===== src/rtl/jt51_exp_pipe.sv =====
`default_nettype none
// ============================================================================
//  Module      : jt51_exp_pipe
//  Description : Log-to-linear converter for the operator output path.
//                Three clock-enabled stages: exp-table lookup, exponent
//                shift, sign application. Carries a channel tag and a
//                valid bit alongside each sample.
//  Revision    : 1.0 - initial release
// ============================================================================
module jt51_exp_pipe #(
  parameter int FW   = 8,
  parameter int SW   = 4,
  parameter int MW   = 10,
  parameter int CHW  = 5,
  parameter int TWOS = 1
) (
  input  logic             clk,
  input  logic             rst_n,
  input  logic             cen,
  input  logic             in_valid,
  input  logic [SW+FW-1:0] atten,
  input  logic             sign,
  input  logic [CHW-1:0]   ch_in,
  output logic             out_valid,
  output logic [MW+1:0]    out_data,
  output logic [CHW-1:0]   ch_out
);

  localparam int C_DEPTH = 1 << FW;

  // Integer square root of a 128-bit value (result fits in 64 bits).
  function automatic logic [127:0] isqrt(input logic [127:0] x);
    logic [127:0] res;
    logic [127:0] t;
    res = '0;
    for (int b = 63; b >= 0; b--) begin
      t = res | (128'd1 << b);
      if (t * t <= x) res = t;
    end
    return res;
  endfunction

  // Table entry k = round(2^MW * 2^((2^FW-1-k)/2^FW)), evaluated in Q.60
  // fixed point: 2^(j/2^FW) is the product of repeated square roots of 2
  // selected by the bits of j.
  function automatic logic [MW:0] exp_entry(input int k);
    logic [127:0] acc;
    logic [127:0] r;
    logic [127:0] rnd;
    int           j;
    j   = C_DEPTH - 1 - k;
    acc = 128'd1 << 60;
    r   = 128'd1 << 61;
    for (int b = FW - 1; b >= 0; b--) begin
      r = isqrt(r << 60);
      if (((j >> b) & 1) == 1) acc = (acc * r) >> 60;
    end
    rnd = ((acc << MW) + (128'd1 << 59)) >> 60;
    return rnd[MW:0];
  endfunction

  // Exponent ROM, every entry folded to a constant at elaboration.
  logic [MW:0] w_rom [C_DEPTH];

  for (genvar k = 0; k < C_DEPTH; k++) begin : g_rom
    localparam logic [MW:0] C_VAL = exp_entry(k);
    assign w_rom[k] = C_VAL;
  end

  logic             v1_q, v1_d;
  logic [MW:0]      m1_q, m1_d;
  logic [SW-1:0]    e1_q, e1_d;
  logic             s1_q, s1_d;
  logic [CHW-1:0]   c1_q, c1_d;
  logic             v2_q, v2_d;
  logic [MW:0]      mag2_q, mag2_d;
  logic             s2_q, s2_d;
  logic [CHW-1:0]   c2_q, c2_d;
  logic             out_valid_q, out_valid_d;
  logic [MW+1:0]    out_data_q, out_data_d;
  logic [CHW-1:0]   ch_out_q, ch_out_d;

  // Stage 1: table lookup; data/tag registers only load on a valid input.
  always_comb begin
    v1_d = in_valid;
    m1_d = m1_q;
    e1_d = e1_q;
    s1_d = s1_q;
    c1_d = c1_q;
    if (in_valid) begin
      m1_d = w_rom[atten[FW-1:0]];
      e1_d = atten[SW+FW-1:FW];
      s1_d = sign;
      c1_d = ch_in;
    end
  end

  // Stage 2: exponent shift; a zero magnitude never carries a negative sign.
  always_comb begin
    v2_d   = v1_q;
    mag2_d = mag2_q;
    s2_d   = s2_q;
    c2_d   = c2_q;
    if (v1_q) begin
      mag2_d = m1_q >> e1_q;
      s2_d   = s1_q & (mag2_d != '0);
      c2_d   = c1_q;
    end
  end

  // Stage 3: sign application in the selected output format.
  always_comb begin
    out_valid_d = v2_q;
    out_data_d  = out_data_q;
    ch_out_d    = ch_out_q;
    if (v2_q) begin
      ch_out_d = c2_q;
      if (TWOS != 0) begin
        out_data_d = s2_q ? -{1'b0, mag2_q} : {1'b0, mag2_q};
      end else begin
        out_data_d = {s2_q, mag2_q};
      end
    end
  end

  // Pipeline registers: advance together on cen, clear on reset.
  always_ff @(posedge clk or negedge rst_n) begin
    if (!rst_n) begin
      v1_q        <= 1'b0;
      m1_q        <= '0;
      e1_q        <= '0;
      s1_q        <= 1'b0;
      c1_q        <= '0;
      v2_q        <= 1'b0;
      mag2_q      <= '0;
      s2_q        <= 1'b0;
      c2_q        <= '0;
      out_valid_q <= 1'b0;
      out_data_q  <= '0;
      ch_out_q    <= '0;
    end else if (cen) begin
      v1_q        <= v1_d;
      m1_q        <= m1_d;
      e1_q        <= e1_d;
      s1_q        <= s1_d;
      c1_q        <= c1_d;
      v2_q        <= v2_d;
      mag2_q      <= mag2_d;
      s2_q        <= s2_d;
      c2_q        <= c2_d;
      out_valid_q <= out_valid_d;
      out_data_q  <= out_data_d;
      ch_out_q    <= ch_out_d;
    end
  end

  assign out_valid = out_valid_q;
  assign out_data  = out_data_q;
  assign ch_out    = ch_out_q;

endmodule
`default_nettype wire


===== config.mk =====
export PLATFORM = sky130hd
export DESIGN_NAME = jt51_exp_pipe
export DESIGN_NICKNAME = d
export VERILOG_FILES = /design/src/rtl/jt51_exp_pipe.sv
export SDC_FILE = /design/constraint.sdc
export NUM_CORES = 1
export LEC_CHECK = 0
export ABC_CLOCK_PERIOD_IN_PS = 2100
export BUFFER_PORTS_ARGS = -buffer_cell sky130_fd_sc_hd__buf_4
export CAP_MARGIN = 20
export CORE_ASPECT_RATIO = 1.2
export CORE_MARGIN = 8
export CORE_UTILIZATION = 27
export DETAILED_ROUTE_END_ITERATION = 8
export HOLD_SLACK_MARGIN = 0.08
export PLACE_DENSITY = 0.52
export SETUP_SLACK_MARGIN = 0.15
export SYNTH_ARGS = -nofsm -noshare
export SYNTH_HDL_FRONTEND = slang
export SYNTH_SLANG_ARGS = --single-unit

===== constraint.sdc =====
create_clock -name clk -period 2.1 [get_ports clk]
set_clock_uncertainty 0.2 [all_clocks]
set_input_delay 0.42 -clock clk [delete_from_list [all_inputs] [get_ports clk]]
set_output_delay 0.42 -clock clk [all_outputs]
set_load 0.02 [all_outputs]

== After elaboration in Yosys (flattened, before gate mapping) ==
Memory sizes are Yosys's and may differ from the RTL's. A register that Yosys moved wholly into a read port is not among the register bits.
Cells that the tools add are included.

* Add/subtract/negate cells: 1
* Shift-type cells: 1
* Multiplexer cells: 1
* Bitwise logic cells: 2
* Reductions and logical operators: 5

{| class="wikitable"
|+ Operators with widths
! operator !! number
|-
| $mux W12 || 1
|-
| $neg A11 Y12 || 1
|-
| $reduce_bool A11 Y1 || 1
|-
| $shr A11 B4 Y11 || 1
|-
| $not A8 Y9 || 1
|-
| $reduce_and A2 Y1 || 3
|-
| $and A1 B1 Y1 || 1
|-
| $logic_not A1 Y1 || 1
|}

* Register bits after elaboration: 47
* Memory bits (read-only): 2816
* Output and inout port bits: 18
* Logic and storage cells: 22
* Memories kept: 1

{| class="wikitable"
|+ Memories
! name !! depth !! bits a word !! rd ports !! clocked after memory_dff !! wr ports !! line !! source
|-
| (no name shown) || 256 || 11 || 1 || 1 || 0 || 91 || <nowiki>m1_d = w_rom[atten[FW-1:0]];</nowiki>
|}

== Depth between registers and ports, before layout ==
Gate-level depths: netlist of the first run.

* Depth after elaboration: 3
* Depth in mapped cells: 11

== Worst setup path before layout of the first run ==
Ideal clock, no wire load.

* Kind: in2reg
* Start: in atten[1]
* End: reg m1_q[3]
* Setup time: 87 ps
* Arrival time: 2346 ps
* Required time: 1813 ps
* Setup slack: -533 ps
* Stages on the path: 10
* Cells stage by stage: buf_4 -> inv_1 -> ha_1 -> buf_2 -> buf_2 -> a221o_1 -> a2111oi_2 -> a21oi_1 -> a32o_1 -> o211ai_1

* Longest elaborated chain between the ends: 1

{| class="wikitable"
|+ Ends and longest elaborated chain
! item !! line !! source
|-
| start, declared || 21 || <nowiki>input logic [SW+FW-1:0] atten,</nowiki>
|-
| $not A8 Y9 (implied by the code) || 91 ||
|-
| end, declared || 71 || <nowiki>logic [MW:0] m1_q, m1_d;</nowiki>
|}

No other way between the ends.
A chain may end at the register's enable or synchronous reset.

== Worst setup path in the final report of the first run ==
Ends and elaborated chain as after synthesis.

==> results.cfg, run 1 <==
[setup_path]
critPathCaptureType = flip-flop
slowest_delay_ns = 0.49
cp_data_required_time_ns = 2.14
crit_family = compound AO/OA/AOI/OAI gates
worst-path-stages = 9
critical_path_peak_fanout = 6
path_buf_inv = 3
cp_slowest_cell = mux4_2
worst_r2r_path_depth = 7
path_cells = buf_8, buf_4, buf_4, ha_4, mux4_2, a22oi_1, o211ai_1, a32o_1, o211ai_1
crit_path_start = atten[1]
arrival_ns = 2.24
r2r-start = e1_q[0]$_DFFE_PN0P_
path_class = in2reg
critPathLaunchType = input pin

[global_route]
gr-usage-met2 = 0.2921
grt_pass1_vias = 5874
busiest_layer = met2
antenna_found_initial = 0
grt-ovfl-total = 0
grt_max_degree = 59
grtUsageTotal = 0.1631
grt_pass1_wl_um = 31840
use_met1 = 0.1895
gr-usage-met3 = 0.01896

[yosys]
synth_area_um2 = 5371
syn_avg_cell_area_um2 = 7.718
synth_top_area_frac = 0.2702
synthCells = 696
yosysSeqAreaShare = 0.2702
synthArstFlopShare = 1.000
synth_commonest_cells = 100 x nand2_1, 71 x o21ai_0, 58 x dfrtp_1, 51 x nor2_1, 38 x a21oi_1
yosys-top-cells-area = dfrtp_1 27%, nand2_1 7.0%, o21ai_0 6.6%
synth_top_cell_by_area = dfrtp_1
synth-edff-count = 0
yosysWarnings = 0
ys.flop_type = dfrtp_1
synth_most_common_cell = nand2_1
synthesis.nets = 734
ys_types = 71
ys_ff_latch = 58

[cells_and_area]
fillers = 2013
nets = 888
syn2layout_area_growth_pct = 44.23
utilization = 0.3963
antennaDiodeCount = 0
layout.cells.non_filler = 1116
drive_above_1_share = 0.3731
postLayoutCellArea_um2 = 7747

[timing]
worst_pin_slew_ns = 0.7498
slew_violations = 0
finalSetupTns_ns = -0.2546
rsz0062_at_grt = true
period_share = 1.050
holdWs_ns = 0.09711
finalCriticalPeriod_ns = 2.205
hold_viol = 0
max_freq_mhz = 453.5
relSlewSlack = 0.5001
worst_slack_ns = -0.1050
setup-violations-final = 4

[run_status]
status = finished with violations
violations = setup timing

[route]
wl_per_cell_um = 18.17
vias = 6011
vias_per_cell = 5.386
ant_nets = 0
drt_iter0_markers = 485
drtPass1Iterations = 7
wirelength_um = 20280
drcViolationCount = 0

[clock_tree]
ctsRootBufferMaster = clkbuf_16
clk_latency_ns = 0.33
numCtsBuffers = 9
cts.sinks = 58
path_clk_slew_ns = 0.05
cts_tree = yes
htree_levels = 3
clk_path_buf_depth = 2

[placement]
place_area_um2 = 6949
preCtsSetupSlack_ns = -0.5195
hpwl_um = 15400
placed_cells = 1085
place_congestion = 0.9048
io_buffers = 39

[die]
ios = 40
initial_utilization = 0.2748
die_height_um = 170.5
die_w_um = 144.8
fp.dieArea_um2 = 24680
rows = 56
core_area_um2 = 19550

[power]
p_comb_frac = 0.441
leakage_nw = 3.310
swShare = 0.3705
p_clk_frac = 0.250
finalPower_mw = 5.425
share_seq_of_total_power = 0.309
irDropWorstVdd_v = 0.0004567
p_sw_mw = 2.010
pwr_density_cell_nw_per_um2 = 700.2
p_int_mw = 3.415

[flow_run]
drv_cap = 0

[worst_hold_path]
min_from = atten[8]
min_path_type = in2reg
hold_depth = 3
[cell type report]
cell class	instances	area, um^2	area share
clock buffers	10	239.0	0.03085
clock inverters	6	41.29	0.005329
inverters	18	73.82	0.009528
multi-input cells	552	3897	0.5031
flip-flops and latches	58	1454	0.1877
well taps	261	326.6	0.04215
repair buffers	211	1715	0.2214
[logic make-up (layout without fill, tap and decap cells)]
kind of cell	count (synthesis)	after routing	synth area share
simple gates	244	244	0.2101
xor+xnor	12	12	0.01957
flops	58	58	0.2702
buf+inv	86	245	0.07570
fa+ha+maj	17	17	0.03913
compound gates	241	241	0.3010
mux	38	38	0.08432
[path summary, 6_finish.rpt]
kind / slack [ns] / end
max in group asynchronous: 0.66 / e1_q[2]$_DFFE_PN0P_
worst min-delay path: 0.1 / e1_q[0]$_DFFE_PN0P_
worst max-delay path: -0.11 / m1_q[3]$_DFFE_PN0P_
worst max register to register: 0.13 / s2_q$_DFFE_PN0P_
worst min register to register: 0.27 / c1_q[3]$_DFFE_PN0P_
min in group asynchronous: 0.51 / c2_q[2]$_DFFE_PN0P_
[state kept, by name (all words and copies together) (netlist names), 4 cells and up]
register,flops
c2_q,5
ch_out,5
e1_q,4
m1_q,11
out_data,12
mag2_q,11
c1_q,5
[power groups by stage]
stage	logic, mW	clock network, mW	registers [mW]
after detailed placement	2.16	0	1.66
after CTS	2.28	1.40	1.66
after global placement	2.16	0	1.65
after floorplan	1.10	0	1.78
after global routing	2.60	1.44	1.73
final	2.39	1.35	1.68
[cell usage in the layout, fill, tap and decap left out, types with 12 or more instances in the layout]
cell and n:
nand2b_1 13, nand3_1 12, buf_4 191, dfrtp_1 56, mux2_2 14, o21ai_0 58
nor2_1 44, a21oi_1 31, nor2b_1 17, mux2i_1 12, nand2_1 100, inv_1 12
o211ai_1 17
[tightest hold or removal path, stage by stage]
cell,delay (ns)
buf_4,0.08
nand2_1,0.04
nand2_1,0.04
[per-layer routing]
layer	vias to the layer above	routed length (um)	share of wire
li1	2860	-	-
met1	2824	8188	0.40
met2	269	10100	0.50
met3	58	1155	0.057
met4	0	828	0.041
met5	-	0	0
[timing repair]
| action | in CTS | in global routing |
|---|---|---|
| gates resized for setup | 64 | 40 |
| hold endpoints to repair | 62 | 0 |
| endpoints found under the setup margin | 16 | 19 |
| hold buffers | 5 | 0 |
| buffers inserted | 6 | 4 |
| pin swaps | 21 | 15 |
No activity file was read; power rests on OpenSTA's default activity.
==> inputs of run 2 (changes only) <==
Settings changed: CTS_BUF_LIST set to sky130_fd_sc_hd__clkbuf_4 sky130_fd_sc_hd__clkbuf_8.
==> run 2 against run 1 <==
The run still ends with setup timing left. Final area rose by 1.9%. Global-route usage barely moved. First-iteration DRC count fell by 20%. Utilization rose by 0.76 points. Via count rose by 0.77%. Critical path depth did not move. Die area did not move. Largest cell class unchanged.
==> results.cfg, run 2 (same netlist as run 1, synthesis figures left out) <==
[die]
die_height_um = 170.5
core_area_um2 = 19550
rows = 56
initial_utilization = 0.2748
ios = 40
fp.dieArea_um2 = 24680
die_w_um = 144.8

[power]
pwr_density_cell_nw_per_um2 = 641.6
irDropWorstVdd_v = 0.0004215
leakage_nw = 3.359
finalPower_mw = 5.066

[timing]
worst_slack_ns = -0.08570
setup-violations-final = 3
max_freq_mhz = 457.5
worst_pin_slew_ns = 0.7299
relSlewSlack = 0.5134
rsz0062_at_grt = true
hold_viol = 0
holdWs_ns = 0.1045
finalCriticalPeriod_ns = 2.186
period_share = 1.041
slew_violations = 0

[route]
ant_nets = 0
vias = 6057
vias_per_cell = 5.370
drcViolationCount = 0
wirelength_um = 20480
drtPass1Iterations = 8
wl_per_cell_um = 18.15
drt_iter0_markers = 388

[cells_and_area]
syn2layout_area_growth_pct = 47.01
largest_register_ffs = 12
nets = 900
most-common-layout-cells = 190 x buf_4, 99 x nand2_1, 56 x o21ai_0, 56 x dfrtp_1, 44 x nor2_1
multi_input_area_um2 = 4000
drive_above_1_share = 0.3991
final_common_cell = buf_4
seqCellArea_um2 = 1454
antennaDiodeCount = 0
utilization = 0.4039
fillers = 1992

[setup_path]
crit_family = compound AO/OA/AOI/OAI gates
slowest_delay_ns = 0.47
worst_r2r_path_depth = 6
r2r-start = e1_q[0]$_DFFE_PN0P_
path_buf_inv = 3
path_class = in2reg
arrival_ns = 2.24
timing.rr.end = s2_q$_DFFE_PN0P_
critPathCaptureType = flip-flop
critPathLaunchType = input pin
path_cells = buf_8, clkinvlp_4, ha_4, buf_8, mux4_2, a22oi_1, o211ai_1, a32o_1, o211ai_1
critical_path_peak_fanout = 6
cp_data_required_time_ns = 2.16
cp_slowest_cell = mux4_2
ff2ff_setup_slack_ns = 0.07

[run_status]
violations = setup timing
status = finished with violations

[placement]
hpwl_um = 15400
place_congestion = 0.9048
preCtsSetupSlack_ns = -0.5195
io_buffers = 39

[clock_tree]
cts_tree = yes
path_clk_slew_ns = 0.07
cts.sinks = 58
clk_path_buf_depth = 2
clk_latency_ns = 0.35
ctsRootBufferMaster = clkbuf_8
htree_levels = 3
numCtsBuffers = 9

[flow_run]
drv_cap = 0

[worst_hold_path]
hold_depth = 3
min_path_type = in2reg
hold_path_end = e1_q[3]$_DFFE_PN0P_
min_from = atten[11]

[global_route]
grt-ovfl-total = 0
grt_max_degree = 59
antenna_found_initial = 0
grtUsageTotal = 0.1633
grt_pass1_vias = 5853
grt_pass1_wl_um = 31750
-- run 2: cell type report --
type / instances / share of cell area
Clock buffer: 10 / 0.01743
Tap cell: 261 / 0.04136
Sequential cell: 58 / 0.1841
Timing Repair Buffer: 223 / 0.2350
Clock inverter: 6 / 0.005229
Multi-Input combinational cell: 552 / 0.5066
Inverter: 18 / 0.01030
-- run 2: worst register-to-register path, cell delays in order (launching register included) --
cell and delay (ns):
dfrtp_2 0.47, buf_6 0.17, mux2_4 0.30, o211ai_1 0.18, a21oi_2 0.10, a2111oi_2 0.36
a31oi_1 0.12
-- run 2: per-stage QoR --
step	area [um^2]	cells	setup TNS [ns]
floorplan	5454	696	-1.336
global route	7896	1128	-0.4329
CTS	7528	1118	-0.06198
global placement	6949	1085	-3.780
detailed placement	6949	1085	-3.922
finish	7896	1128	-0.2254
-- run 2: layer usage --
layer,GRT usage,share of wire,wire length (um),up-vias
li1,-,-,-,2893
met1,0.1916,0.40,8145,2819
met2,0.2856,0.50,10180,285
met3,0.02008,0.058,1179,60
met4,0.08296,0.047,972,0
met5,0,0,0,-
-- run 2: repair_timing --
item	CTS	global route
buffers inserted	8	11
hold buffers	9	0
pin swaps	26	36
hold endpoints to repair	66	0
setup endpoints to repair	16	19
gates resized for setup	68	76
-- run 2: worst max-delay path by stage --
stage | start | end | cells past startpoint
6_report | atten[1] | m1_q[3]$_DFFE_PN0P_ | 9
4_1_cts | atten[1] | m1_q[3]$_DFFE_PN0P_ | 11
5_1_grt | atten[1] | m1_q[3]$_DFFE_PN0P_ | 11
3_5_place_dp | atten[0] | m1_q[2]$_DFFE_PN0P_ | 11
3_3_place_gp | atten[0] | m1_q[2]$_DFFE_PN0P_ | 11
2_1_floorplan | atten[1] | m1_q[3]$_DFFE_PN0P_ | 10
-- run 2: power breakdown --
group,switching [mW],leakage (nW),internal [mW]
Clock,0.480,0.0847,0.459
Sequential,0.246,0.715,1.41
Combinational,1.25,2.56,1.21
